$ cat config.mk
export PLATFORM = sky130hd
export DESIGN_NAME = y86_fetch_seq
export DESIGN_NICKNAME = d
export VERILOG_FILES = /design/src/rtl/y86_fetch_seq.sv
export SDC_FILE = /design/constraint.sdc
export NUM_CORES = 1
export LEC_CHECK = 0
export BUFFER_PORTS_ARGS = -buffer_cell sky130_fd_sc_hd__buf_2
export CAP_MARGIN = 10
export CORE_ASPECT_RATIO = 1.2
export CORE_MARGIN = 10
export CORE_UTILIZATION = 41
export CTS_BUF_LIST = sky130_fd_sc_hd__clkbuf_2 sky130_fd_sc_hd__clkbuf_4 sky130_fd_sc_hd__clkbuf_8
export DETAILED_ROUTE_END_ITERATION = 7
export PLACE_DENSITY = 0.68
export SETUP_SLACK_MARGIN = 0.05
export SLEW_MARGIN = 0
export SYNTH_ARGS = -nofsm -noshare
export SYNTH_HDL_FRONTEND = slang
export SYNTH_SLANG_ARGS = --single-unit
export TNS_END_PERCENT = 5
$ cat constraint.sdc
create_clock -name clk -period 3.3 [get_ports clk]
set_input_delay 0.825 -clock clk [delete_from_list [all_inputs] [get_ports clk]]
set_output_delay 0.825 -clock clk [all_outputs]
set_load 0.02 [all_outputs]
$ cat src/rtl/y86_fetch_seq.sv
// rtl/y86_fetch_seq.sv - sequential Y86-64 fetch unit, one instruction byte per req/ack
//
// Ports:
//   clk, rst_n           clock (rising edge), asynchronous active-low reset
//   fetch_start/start_pc one-cycle strobe and PC of the instruction to fetch
//   busy, done           fetch in progress / one-cycle completion pulse
//   mem_req/mem_addr     byte read request and address (stable while mem_req)
//   mem_ack/mem_data     read completion with data byte
//   mem_err              address error, qualified by mem_ack
//   icode, ifun, rA, rB  decoded instruction fields (rA/rB = 0xF when absent)
//   valC, valP           little-endian constant, address of next instruction
//   stat                 1=AOK 2=HLT 3=ADR 4=INS
module y86_fetch_seq #(
    parameter int MEM_TIMEOUT = 0,
    parameter int AW          = 64
) (
    input  logic          clk,
    input  logic          rst_n,
    input  logic          fetch_start,
    input  logic [AW-1:0] start_pc,
    output logic          busy,
    output logic          done,
    output logic          mem_req,
    output logic [AW-1:0] mem_addr,
    input  logic          mem_ack,
    input  logic [7:0]    mem_data,
    input  logic          mem_err,
    output logic [3:0]    icode,
    output logic [3:0]    ifun,
    output logic [3:0]    rA,
    output logic [3:0]    rB,
    output logic [63:0]   valC,
    output logic [AW-1:0] valP,
    output logic [2:0]    stat
);

    localparam logic [2:0] STAT_AOK = 3'd1;
    localparam logic [2:0] STAT_HLT = 3'd2;
    localparam logic [2:0] STAT_ADR = 3'd3;
    localparam logic [2:0] STAT_INS = 3'd4;

    localparam logic        TO_EN   = (MEM_TIMEOUT > 0);
    localparam logic [31:0] TO_LAST = (MEM_TIMEOUT > 0) ? 32'(MEM_TIMEOUT - 1) : 32'd0;

    typedef enum logic [2:0] {
        S_IDLE,
        S_BYTE0,
        S_REGS,
        S_CONST,
        S_DONE
    } state_t;

    state_t        state;
    state_t        state_next;
    state_t        byte0_next;
    logic [AW-1:0] pc_r;
    logic [3:0]    idx;       // bytes successfully read in this fetch
    logic [2:0]    cidx;      // constant byte position
    logic [31:0]   wait_cnt;  // consecutive requested cycles without ack
    logic          accept;
    logic          need_const;
    logic          timeout_hit;

    assign accept     = (state == S_IDLE) && fetch_start;
    assign mem_addr   = pc_r + {{(AW-4){1'b0}}, idx};
    assign need_const = (icode == 4'h3) || (icode == 4'h4) || (icode == 4'h5);
    // The Nth unanswered cycle ends the fetch; the counter holds N-1 at that point.
    assign timeout_hit = TO_EN && mem_req && !mem_ack && (wait_cnt == TO_LAST);

    // Where the first byte sends us, by its opcode nibble. Illegal opcodes,
    // halt and 1-byte instructions all finish immediately.
    always_comb begin
        byte0_next = S_DONE;
        case (mem_data[7:4])
            4'h2, 4'h3, 4'h4, 4'h5, 4'h6, 4'hA, 4'hB: byte0_next = S_REGS;
            4'h7, 4'h8:                               byte0_next = S_CONST;
            default:                                  byte0_next = S_DONE;
        endcase
    end

    always_ff @(posedge clk or negedge rst_n) begin
        if (!rst_n) begin
            state <= S_IDLE;
        end else begin
            state <= state_next;
        end
    end

    always_comb begin
        state_next = state;
        case (state)
            S_IDLE: begin
                if (fetch_start) state_next = S_BYTE0;
            end
            S_BYTE0: begin
                if (mem_ack)          state_next = mem_err ? S_DONE : byte0_next;
                else if (timeout_hit) state_next = S_DONE;
            end
            S_REGS: begin
                if (mem_ack)          state_next = (mem_err || !need_const) ? S_DONE : S_CONST;
                else if (timeout_hit) state_next = S_DONE;
            end
            S_CONST: begin
                if (mem_ack)          state_next = (mem_err || cidx == 3'd7) ? S_DONE : S_CONST;
                else if (timeout_hit) state_next = S_DONE;
            end
            S_DONE:  state_next = S_IDLE;
            default: state_next = S_IDLE;
        endcase
    end

    // busy covers the DONE cycle where valP is formed; done is registered out of
    // that cycle, so it rises exactly as busy falls.
    always_comb begin
        busy    = 1'b0;
        mem_req = 1'b0;
        case (state)
            S_BYTE0, S_REGS, S_CONST: begin
                busy    = 1'b1;
                mem_req = 1'b1;
            end
            S_DONE:  busy = 1'b1;
            default: ;
        endcase
    end

    always_ff @(posedge clk or negedge rst_n) begin
        if (!rst_n) begin
            pc_r     <= '0;
            idx      <= 4'd0;
            cidx     <= 3'd0;
            wait_cnt <= 32'd0;
            icode    <= 4'h0;
            ifun     <= 4'h0;
            rA       <= 4'hF;
            rB       <= 4'hF;
            valC     <= 64'd0;
            valP     <= '0;
            stat     <= STAT_AOK;
            done     <= 1'b0;
        end else begin
            done <= (state == S_DONE);
            if (accept) begin
                pc_r     <= start_pc;
                idx      <= 4'd0;
                cidx     <= 3'd0;
                wait_cnt <= 32'd0;
                rA       <= 4'hF;
                rB       <= 4'hF;
                valC     <= 64'd0;
                stat     <= STAT_AOK;
            end else if (mem_req) begin
                if (mem_ack) begin
                    wait_cnt <= 32'd0;
                    if (mem_err) begin
                        stat <= STAT_ADR;
                    end else begin
                        idx <= idx + 4'd1;
                        case (state)
                            S_BYTE0: begin
                                icode <= mem_data[7:4];
                                ifun  <= mem_data[3:0];
                                if (mem_data[7:4] > 4'hB)       stat <= STAT_INS;
                                else if (mem_data[7:4] == 4'h0) stat <= STAT_HLT;
                            end
                            S_REGS: begin
                                rA <= mem_data[7:4];
                                rB <= mem_data[3:0];
                            end
                            S_CONST: begin
                                valC[{cidx, 3'b000} +: 8] <= mem_data;
                                cidx                      <= cidx + 3'd1;
                            end
                            default: ;
                        endcase
                    end
                end else if (timeout_hit) begin
                    stat <= STAT_ADR;
                end else begin
                    wait_cnt <= wait_cnt + 32'd1;
                end
            end else if (state == S_DONE) begin
                // idx counts only good bytes, so this is right for errors too
                valP <= pc_r + {{(AW-4){1'b0}}, idx};
            end
        end
    end

endmodule

Yosys cells after proc, flatten, opt, wreduce, memory -nomap -nowiden
Memories as Yosys holds them, arrays and structs flattened.
Index checks and enable logic that the tools add are counted.
{"block": "op_classes", "n_addsub": 4, "order_cmp": 1, "n_eq_ne": 13, "shifts": 2, "mux": 42, "bitwise": 3, "reduce_logical": 23}
{"op": "$mux 64", "n": 5}
{"op": "$add 64x4->64", "n": 1}
{"op": "$bwmux 64", "n": 1}
{"op": "$shift 8x8->64 const A", "n": 1}
{"op": "$shiftx 8x8->64", "n": 1}
{"op": "$mux 3", "n": 19}
{"op": "$mux 4", "n": 14}
{"op": "$reduce_and 4->1", "n": 4}
{"op": "$pmux 3 s4", "n": 1}
{"op": "$eq 4x3->1 const B", "n": 2}
{"op": "$ne 2x2->1 const B", "n": 4}
{"op": "$neg 6->8", "n": 1}
{"op": "$reduce_bool 2->1", "n": 4}
{"op": "$eq 3x2->1 const B", "n": 2}
{"op": "$eq 3x3->1 const B", "n": 2}
{"op": "$reduce_and 3->1", "n": 2}
{"op": "$reduce_and 5->1", "n": 1}
{"op": "$add 4x1->4 const B", "n": 1}
{"op": "$eq 4x2->1 const B", "n": 1}
{"op": "$gt 4x4->1 const B", "n": 1}
{"op": "$logic_not 4->1", "n": 1}
{"op": "$logic_or 1x1->1", "n": 4}
{"op": "$reduce_bool 4->1", "n": 1}
{"op": "$reduce_or 4->1", "n": 1}
{"op": "other kinds (10)", "n": 13}
{"block": "totals", "regBits": 222, "rom_bits": 48, "in_bits": 77, "output_inout_bits": 214, "elab_cells": 101, "memories": 1}
{"memory": "(name not given)", "depth": 16, "width": 3, "rd": 1, "rd_clocked_by_memory_dff": 0, "write_ports": 0, "line_no": "74", "rtl": "case (mem_data[7:4])"}

Logic depth before layout (Yosys ltp)
Gate-level depths: netlist (run 1).
{"block": "logic_depth", "ltp_word": 8, "ltp_mapped": 10, "mapped_depth_nobuf": 8}

Least setup slack after synthesis (run 1)
OpenSTA, ideal clock, no wires.
{"block": "synth_path", "path_kind": "flip-flop to output port", "startpoint": "reg pc_r[11]", "endpoint": "out mem_addr[59]", "arrival_ns": 2.366, "t_required_ns": 2.475, "path_slack_ns": 0.109, "stages_incl_launch_ff": 7, "n_path_buf": 1, "cell_sequence": "dfrtp_1 nand4_2 or4_4 or4_4 buf_6 nor4_4 xor2_1"}
{"block": "synth_via", "elab_chain_cells": 1}
{"item": "from (decl)", "line_no": "56", "rtl": "logic [AW-1:0] pc_r;"}
{"item": "from (signal assigned)", "line_no": "144", "rtl": "pc_r <= start_pc;"}
{"item": "$add 64x4->64", "line_no": "65", "rtl": "assign mem_addr = pc_r + {{(AW-4){1'b0}}, idx};"}
{"item": "to (decl)", "line_no": "24", "rtl": "output logic [AW-1:0] mem_addr,"}
No other way between the ends.

Worst setup path after layout (run 1)
{"block": "layout_path", "startpoint": "reg pc_r[12]", "endpoint": "out mem_addr[59]"}
Same word-level chain as after synthesis.

==> results.toml, run 1 <==
[sta]
max_freq_mhz = 268
rsz0062_at_grt = "yes"
setup_slack_ns = -0.435
fin_skew_ns = 0.0334
fin_crit_sh = 1.13
hold_viol_final = 0
finalMaxSlewViolations = 0
fin_crit_ns = 3.73
setup_violations = 47
worst_pin_slew_ns = 0.716
relSlewSlack = 0.521

[logic_synthesis]
synth_async_sr_flop_share = 1.00
syn_area_um2 = 10400
yosysWarnings = 0
synth_edf_count = 0
synth-seq-cells = 222
synth.distinct_cells = 44
yosysSeqAreaShare = 0.537
synthesis.nets = 1152
netlist_instances = 1064
syn_avg_cell_area_um2 = 9.74
synthFlopType = "dfrtp_1"

[critical_path]
reg2reg_from = "state[1]"
crit_type = "reg -> out"
arrival_ns = 2.91
required_ns = 2.47
critPathLaunchType = "register"
end_kind = "output port"
crit_start = "pc_r[12]"
crit_fanout = 8

[floorplan]
initial_core_util = 0.417
fp.dieW_um = 165
rows = 63
core_area_um2 = 24800
dieArea_um2 = 32000
io_pins = 291
die_y_um = 194

[clock_tree]
clock-sinks = 222
htreeDepth = 2
clk_pin_slew_ns = 0.06
worstSkewPairLatency_ns = 0.52
clockBufferDepth = 3
cts_made_buffers = 39
cts_tree = "yes"
clock-root-buffer = "clkbuf_8"
hold_buffers = 0

[route]
antenna_left = 0
wl_per_cell_um = 18.8
vias = 9011
drc = 0
avgViaCountPerCell = 5.13
initialDrtViolationCount = 514
routed_wl_um = 33100
drtPass1Iterations = 5

[run]
maxCapViolations = 0

[power_and_ir_drop]
p_leak_nw = 6.99
power_density_nw_per_um2 = 904
finalPower_mw = 12.4
ir_drop_uv = 394

[run_status]
status = "finished with violations"
violations = "setup timing"

[global_routing]
overflow = 0
grt_max_degree = 75
busiest_layer = "met2"
grt_use_total = 0.200
use_met2 = 0.329
use_met3 = 0.0646
antenna_found_initial = 2
grt_pass1_wl_um = 51600
grt_pass1_vias = 9323
grt_util_met1 = 0.242

[placement]
post-dp-hpwl_um = 24500
place_inst = 1669
io_buffers = 290
gp_congestion = 0.830
placed_area_um2 = 12400

[hold_path]
worst_hold_path_type = "in -> async"

[finish]
syn_to_final_growth_pct = 32.5
final_cells = 1755
fillers = 2243
post-route-util = 0.553
nets = 1492
final_cell_mix = "nand2_1 (289), buf_2 (259), dfrtp_1 (209)"
drive_gt1_frac = 0.384
layout_commonest_cell = "nand2_1"
stdcell_area_um2 = 13700
## power by group
group          total [mW]  leakage [nW]  internal [mW]  switching, mW
registers            4.39          2.85           3.62          0.762
clock network        2.66         0.438           1.55           1.11
logic                5.37          3.70           2.05           3.31
total                12.4          6.99           7.23           5.18
## state kept, by name (all words and copies together) (netlist names)
signal,count
idx,4
stat,3
cidx,3
ifun,4
rA,4
valC,64
icode,4
rB,4
valP,64
state,3
done,1
pc_r,64
## per-layer routing
metal / vias to the layer above / wire [um]
met3: 57 / 2970
met1: 4414 / 13100
li1: 4228 / -
met4: 2 / 815
met5: - / 13
met2: 310 / 16200
## what timing repair did
action	4_1_cts	5_1_grt
buffers inserted	3	16
resized for setup	44	42
pin swaps	15	25
endpoints found under the setup margin	59	60
## worst paths after layout
check                          endpoint  slack, ns  cells past startpoint
max reg2reg                    valP[53]       0.62                      5
min in group clk                valP[5]       0.47                      2
min reg2reg                     valP[5]       0.47                      2
max                        mem_addr[59]      -0.43                      6
max in group asynchronous         rB[2]       2.23                      2
min                            pc_r[45]       0.29                      1
## final cells by class
| cell class | instances | area (um^2) | share of cell area |
|---|---|---|---|
| repair buffers | 351 | 2060 | 0.150 |
| clock inverters | 4 | 45.0 | 0.00328 |
| inverters | 17 | 63.8 | 0.00465 |
| diodes | 1 | 2.50 | 0.000182 |
| clock buffers | 62 | 772 | 0.0562 |
| flip-flops and latches | 222 | 5570 | 0.406 |
| multi-input cells | 773 | 4810 | 0.350 |
| well taps | 325 | 407 | 0.0296 |
## Yosys cell counts (2+ instances only)
cell type	n	area share
a211oi_1	2	0.0014
a21o_1	4	0.0029
a21oi_1	16	0.0077
and2_1	8	0.0048
and3_1	15	0.0091
buf_1	8	0.0029
clkbuf_1	43	0.016
dfrtp_1	213	0.51
dfstp_2	9	0.023
ha_1	10	0.012
inv_1	17	0.0062
mux2_2	61	0.066
mux2i_1	30	0.029
nand2_1	290	0.11
nand2b_1	2	0.0012
nand3_1	51	0.025
nand3b_1	2	0.0014
nand4_1	21	0.013
nand4b_1	2	0.0017
nor2_1	81	0.029
nor2b_1	3	0.0018
nor3_1	20	0.0097
nor3_2	8	0.0077
nor3b_1	3	0.0022
nor4_1	9	0.0054
nor4_4	2	0.0041
o21ai_0	45	0.022
o21bai_1	3	0.0022
o31ai_1	2	0.0014
or2_2	3	0.0018
or4_1	2	0.0014
or4_4	2	0.0022
xnor2_1	32	0.027
xor2_1	35	0.030
## critical path, cell delays in order (launching register included)
cell and delay (ns):
dfrtp_1 0.38, nand4_2 0.13, or4_4 0.55, or4_4 0.62
nor4_4 0.29, xor2_1 0.22, buf_4 0.18
## cell families after synthesis
kind of cell             Yosys count  synth area share
AND/OR/NAND/NOR                  527             0.229
flip-flops                       222             0.537
multiplexers                      92            0.0964
AO/OA/AOI/OAI                     76            0.0408
buffers and inverters             69            0.0257
XOR/XNOR                          67            0.0566
adder cells (fa/ha/maj)           11            0.0140
## stage by stage
step | setup slack [ns] | setup TNS [ns] | hold slack (ns)
floorplan | 0.109 | 0 | 0.452
global placement | 0.0727 | 0 | 0.451
detailed placement | 0.0312 | 0 | 0.458
CTS | -0.465 | -11.72 | 0.270
global route | -0.512 | -16.30 | 0.291
finish | -0.435 | -8.82 | 0.290
Note: power is estimated with default switching activity, not from simulation.
==> run 2, diff against run 1 <==
--- a/config.mk
+++ b/config.mk
@@ -8,11 +8,12 @@
 export BUFFER_PORTS_ARGS = -buffer_cell sky130_fd_sc_hd__buf_2
 export CAP_MARGIN = 10
 export CORE_ASPECT_RATIO = 1.2
-export CORE_MARGIN = 10
+export CORE_MARGIN = 3
 export CORE_UTILIZATION = 41
 export CTS_BUF_LIST = sky130_fd_sc_hd__clkbuf_2 sky130_fd_sc_hd__clkbuf_4 sky130_fd_sc_hd__clkbuf_8
 export DETAILED_ROUTE_END_ITERATION = 7
 export PLACE_DENSITY = 0.68
+export RECOVER_POWER = 50
 export SETUP_SLACK_MARGIN = 0.05
 export SLEW_MARGIN = 0
 export SYNTH_ARGS = -nofsm -noshare
==> results.toml, run 2 (synthesis results as in run 1) <==
[run_status]
status = "finished with violations"
violations = "capacitance limit, slew limit, setup timing"

[finish]
fillers = 2243
post-route-util = 0.555
multi_input_comb_area_um2 = 4930
layout_commonest_cell = "nand2_1"
syn_to_final_growth_pct = 32.7
nets = 1495
final_cell_mix = "nand2_1 (289), buf_2 (220), dfrtp_1 (209)"
top_regs = "pc_r: 64 flops, valC: 64 flops, valP: 64 flops"
final_cells = 1759
stdcell_area_um2 = 13700
drive_gt1_frac = 0.369
seqCellArea_um2 = 5570

[critical_path]
crit_type = "reg -> out"
required_ns = 2.47
end_kind = "output port"
crit_fanout = 7
arrival_ns = 2.94
critPathLaunchType = "register"

[sta]
hold_viol_final = 0
relSlewSlack = -0.171
fin_crit_sh = 1.14
worst_pin_slew_ns = 1.76
finalMaxSlewViolations = 149
setup_slack_ns = -0.469
fin_skew_ns = 0.0274
max_freq_mhz = 265
rsz0062_at_grt = "yes"
setup_violations = 48
fin_crit_ns = 3.77

[global_routing]
busiest_layer = "met2"
use_met3 = 0.0581
grt_pass1_vias = 8823
grt_max_degree = 79
grt_pass1_wl_um = 47500
grt_util_met1 = 0.266
grt_use_total = 0.218
overflow = 0
use_met2 = 0.368
antenna_found_initial = 3

[floorplan]
die_y_um = 180
fp.dieW_um = 151
rows = 63
io_pins = 291
dieArea_um2 = 27200
core_area_um2 = 24800
initial_core_util = 0.419

[clock_tree]
clock-sinks = 222
clock-root-buffer = "clkbuf_8"
htreeDepth = 2
cts_made_buffers = 39
cts_tree = "yes"
clk_pin_slew_ns = 0.06
clockBufferDepth = 3
worstSkewPairLatency_ns = 0.54

[hold_path]
worst_hold_path_type = "reg -> reg"

[route]
routed_wl_um = 31000
vias = 9031
drtPass1Iterations = 5
drc = 0
initialDrtViolationCount = 422
avgViaCountPerCell = 5.13
antenna_left = 0
wl_per_cell_um = 17.6

[power_and_ir_drop]
ir_drop_uv = 393
p_leak_nw = 6.88
power_density_nw_per_um2 = 891

[run]
maxCapViolations = 2

[placement]
placed_area_um2 = 12400
gp_congestion = 0.870
place_inst = 1670
io_buffers = 290
post-dp-hpwl_um = 22300
==> run 2: cell types whose count changed in the layout (fill, tap and decap cells not counted), moves of 3 or more <==
cell,delta
buf_2,-39
clkbuf_1,+30
buf_4,+9
clkbuf_8,-6
clkbuf_2,+5
diode_2,+4
clkbuf_4,+3
xnor2_1,-3
xor2_1,-3
xor2_2,+3
==> run 2: worst paths after layout <==
| check | from | end | slack (ns) | depth (start not counted) |
|---|---|---|---|---|
| min | valP[1] | valP[1] | 0.47 | 2 |
| max in group asynchronous | rst_n | valC[42] | 0.41 | 2 |
| max reg2reg | state[2] | pc_r[53] | 0.30 | 3 |
| max | pc_r[16] | mem_addr[61] | -0.47 | 7 |
| min reg2reg | valP[1] | valP[1] | 0.47 | 2 |
| min in group asynchronous | rst_n | pc_r[45] | 0.76 | 1 |
==> run 2: layer usage <==
| layer | up-vias | routed length, um |
|---|---|---|
| li1 | 4238 | - |
| met1 | 4379 | 12100 |
| met2 | 350 | 15400 |
| met3 | 62 | 2580 |
| met4 | 2 | 910 |
| met5 | - | 12 |
==> run 2: layout make-up <==
class | count | share of cell area
flip-flops and latches | 222 | 0.405
multi-input cells | 774 | 0.358
repair buffers | 353 | 0.147
clock buffers | 59 | 0.0518
well taps | 325 | 0.0296
inverters | 17 | 0.00464
clock inverters | 4 | 0.00209
diodes | 5 | 0.000910
==> run 2: what timing repair did <==
item | in CTS | in global routing
hold buffers | 0 | 0
gates cloned | 1 | 0
setup endpoints to repair | 55 | 60
resized for setup | 61 | 52
setup buffers | 6 | 14
pin swaps | 20 | 17
==> run 2: power by group <==
part           switching, mW  internal, mW  leakage, nW
logic                   3.26          2.09         3.64
registers              0.794          3.63         2.85
clock network           1.10          1.37        0.392
==> run 2: per-stage QoR <==
stage	worst slack [ns]	TNS, ns	total power [mW]	hold slack (ns)
after floorplan	0.109	0	7.50	0.452
after detailed placement	0.0352	0	9.40	0.461
final	-0.469	-10.98	12.2	0.469
after CTS	-0.509	-10.57	12.1	0.259
after global placement	0.0194	0	9.30	0.455
after global routing	-0.554	-18.98	13.0	0.452
==> run 2: worst max-delay path, stage by stage, from the launching register on <==
cell and delay, ns:
dfrtp_1 0.36, nand4_1 0.16, or4_4 0.54, or4_4 0.60
buf_4 0.19, nor3_2 0.16, xor2_1 0.21, buf_4 0.18
==> run 3, diff against run 2 <==
--- a/config.mk
+++ b/config.mk
@@ -15,6 +15,7 @@
 export PLACE_DENSITY = 0.68
 export RECOVER_POWER = 50
 export SETUP_SLACK_MARGIN = 0.05
+export SKIP_CTS_REPAIR_TIMING = 1
 export SLEW_MARGIN = 0
 export SYNTH_ARGS = -nofsm -noshare
 export SYNTH_HDL_FRONTEND = slang
==> constraint.sdc (replaced) <==
create_clock -name clk -period 3.3 [get_ports clk]
set_input_delay 0.495 -clock clk [delete_from_list [all_inputs] [get_ports clk]]
set_output_delay 0.495 -clock clk [all_outputs]
set_load 0.02 [all_outputs]
==> results.toml, run 3 (synthesis results as in run 1) <==
[power_and_ir_drop]
p_leak_nw = 6.39
power_density_nw_per_um2 = 908
ir_drop_uv = 358

[sta]
fin_crit_sh = 1.11
worst_pin_slew_ns = 2.47
hold_ws_ns = 0.149
rsz0062_at_grt = "yes"
setup_violations = 12
max_freq_mhz = 273
finalMaxSlewViolations = 98
fin_crit_ns = 3.67
fin_skew_ns = 0.0215
setup_slack_ns = -0.367
hold_viol_final = 0
relSlewSlack = -0.645

[clock_tree]
clock-sinks = 222
cts_made_buffers = 38
clock-root-buffer = "clkbuf_8"
htreeDepth = 2
clockBufferDepth = 3
cts_tree = "yes"
clk_pin_slew_ns = 0.06
worstSkewPairLatency_ns = 0.53

[route]
avgViaCountPerCell = 5.12
drtPass1Iterations = 5
initialDrtViolationCount = 431
vias = 8834
drc = 0
routed_wl_um = 30300
wl_per_cell_um = 17.6
antenna_left = 0

[hold_path]
whs_endpoint = "pc_r[0]"
hold_depth = 3
hp-start = "start_pc[0]"
worst_hold_path_type = "in -> reg"

[finish]
final_cells = 1724
top_regs = "pc_r: 64 flops, valC: 64 flops, valP: 64 flops"
stdcell_area_um2 = 13100
drive_gt1_frac = 0.289
fillers = 2320
final_cell_mix = "nand2_1 (290), dfrtp_1 (210), buf_2 (189)"
antenna_cells = 0
syn_to_final_growth_pct = 26.6
nets = 1460
post-route-util = 0.530
layout_commonest_cell = "nand2_1"

[global_routing]
use_met2 = 0.364
grt_util_met1 = 0.274
use_met3 = 0.0518
overflow = 0
grt_pass1_wl_um = 47200
grt_pass1_vias = 8685
grt_max_degree = 98
grt_use_total = 0.217
antenna_found_initial = 1
busiest_layer = "met2"

[placement]
place_inst = 1653
io_buffers = 290
dp_slack_ns = 0.255
post-dp-hpwl_um = 22200
placed_area_um2 = 12300
gp_congestion = 0.865

[floorplan]
dieArea_um2 = 27200
die_y_um = 180
rows = 63
fp.dieW_um = 151
initial_core_util = 0.419
io_pins = 291
core_area_um2 = 24800

[critical_path]
critPathLaunchType = "register"
r2r_slack_ns = 0.42
crit_type = "reg -> out"
arrival_ns = 3.17
reg2reg_to = "valP[59]"
crit_fanout = 8
reg2reg_from = "pc_r[18]"
required_ns = 2.80
worstRegToRegCells = 7
end_kind = "output port"

[run]
maxCapViolations = 1

[run_status]
violations = "capacitance limit, slew limit, setup timing"
status = "finished with violations"
[run 3: changes by cell type in the layout (fill, tap and decap cells not counted), moves of 5 or more]
cell / previous run / this run
clkbuf_1: 30 / 90
xnor2_1: 18 / 27
buf_4: 90 / 33
buf_2: 220 / 189
clkbuf_4: 16 / 10
xnor2_2: 13 / 5
clkinv_2: 1 / 6
diode_2: 5 / 0
xor2_2: 5 / 0
xor2_1: 30 / 35
clkbuf_8: 43 / 48
[run 3: layer usage]
layer  routed length (um)  up-vias  share of wire
li1                     -     4164              -
met1                12100     4241           0.40
met2                14900      364           0.49
met3                 2510       63          0.083
met4                  831        2          0.027
met5                    7        -        0.00023
[run 3: area by class of cell]
class | instances | area (um^2) | area share
sequential | 222 | 5570 | 0.425
timing repair buffer | 320 | 1620 | 0.123
inverter | 17 | 63.8 | 0.00486
tap | 325 | 407 | 0.0310
clock buffer | 57 | 728 | 0.0555
clock inverter | 10 | 83.8 | 0.00639
multi-input combinational | 773 | 4650 | 0.354
[run 3: worst max-delay path by stage]
stage,to,startpoint,slack (ns),cells after the start
2_1_floorplan,mem_addr[59],pc_r[11],0.44,6
3_3_place_gp,mem_addr[59],pc_r[17],0.31,6
3_5_place_dp,mem_addr[59],pc_r[17],0.26,6
4_1_cts,mem_addr[59],pc_r[17],-0.35,6
5_1_grt,mem_addr[59],pc_r[18],-0.47,6
6_report,mem_addr[59],pc_r[18],-0.37,6
[run 3: through the flow]
stage	setup TNS [ns]	total power, mW
after floorplan	0	7.50
after global placement	0	9.19
after detailed placement	0	9.31
after CTS	-4.12	12.0
after global routing	-6.23	12.7
final	-2.26	11.9
[run 3: where the power goes]
part           switching (mW)  total (mW)  leakage, nW  internal, mW
sequential              0.801        4.42         2.85          3.62
combinational            3.13        4.87         3.11          1.74
clock                    1.12        2.62        0.429          1.49
[run 3: critical path: stages, from the launching register on]
cell	delay, ns
dfrtp_1	0.40
nand4_1	0.25
or4_4	0.60
or4_4	0.69
nor4_4	0.21
xor2_1	0.28
buf_4	0.20
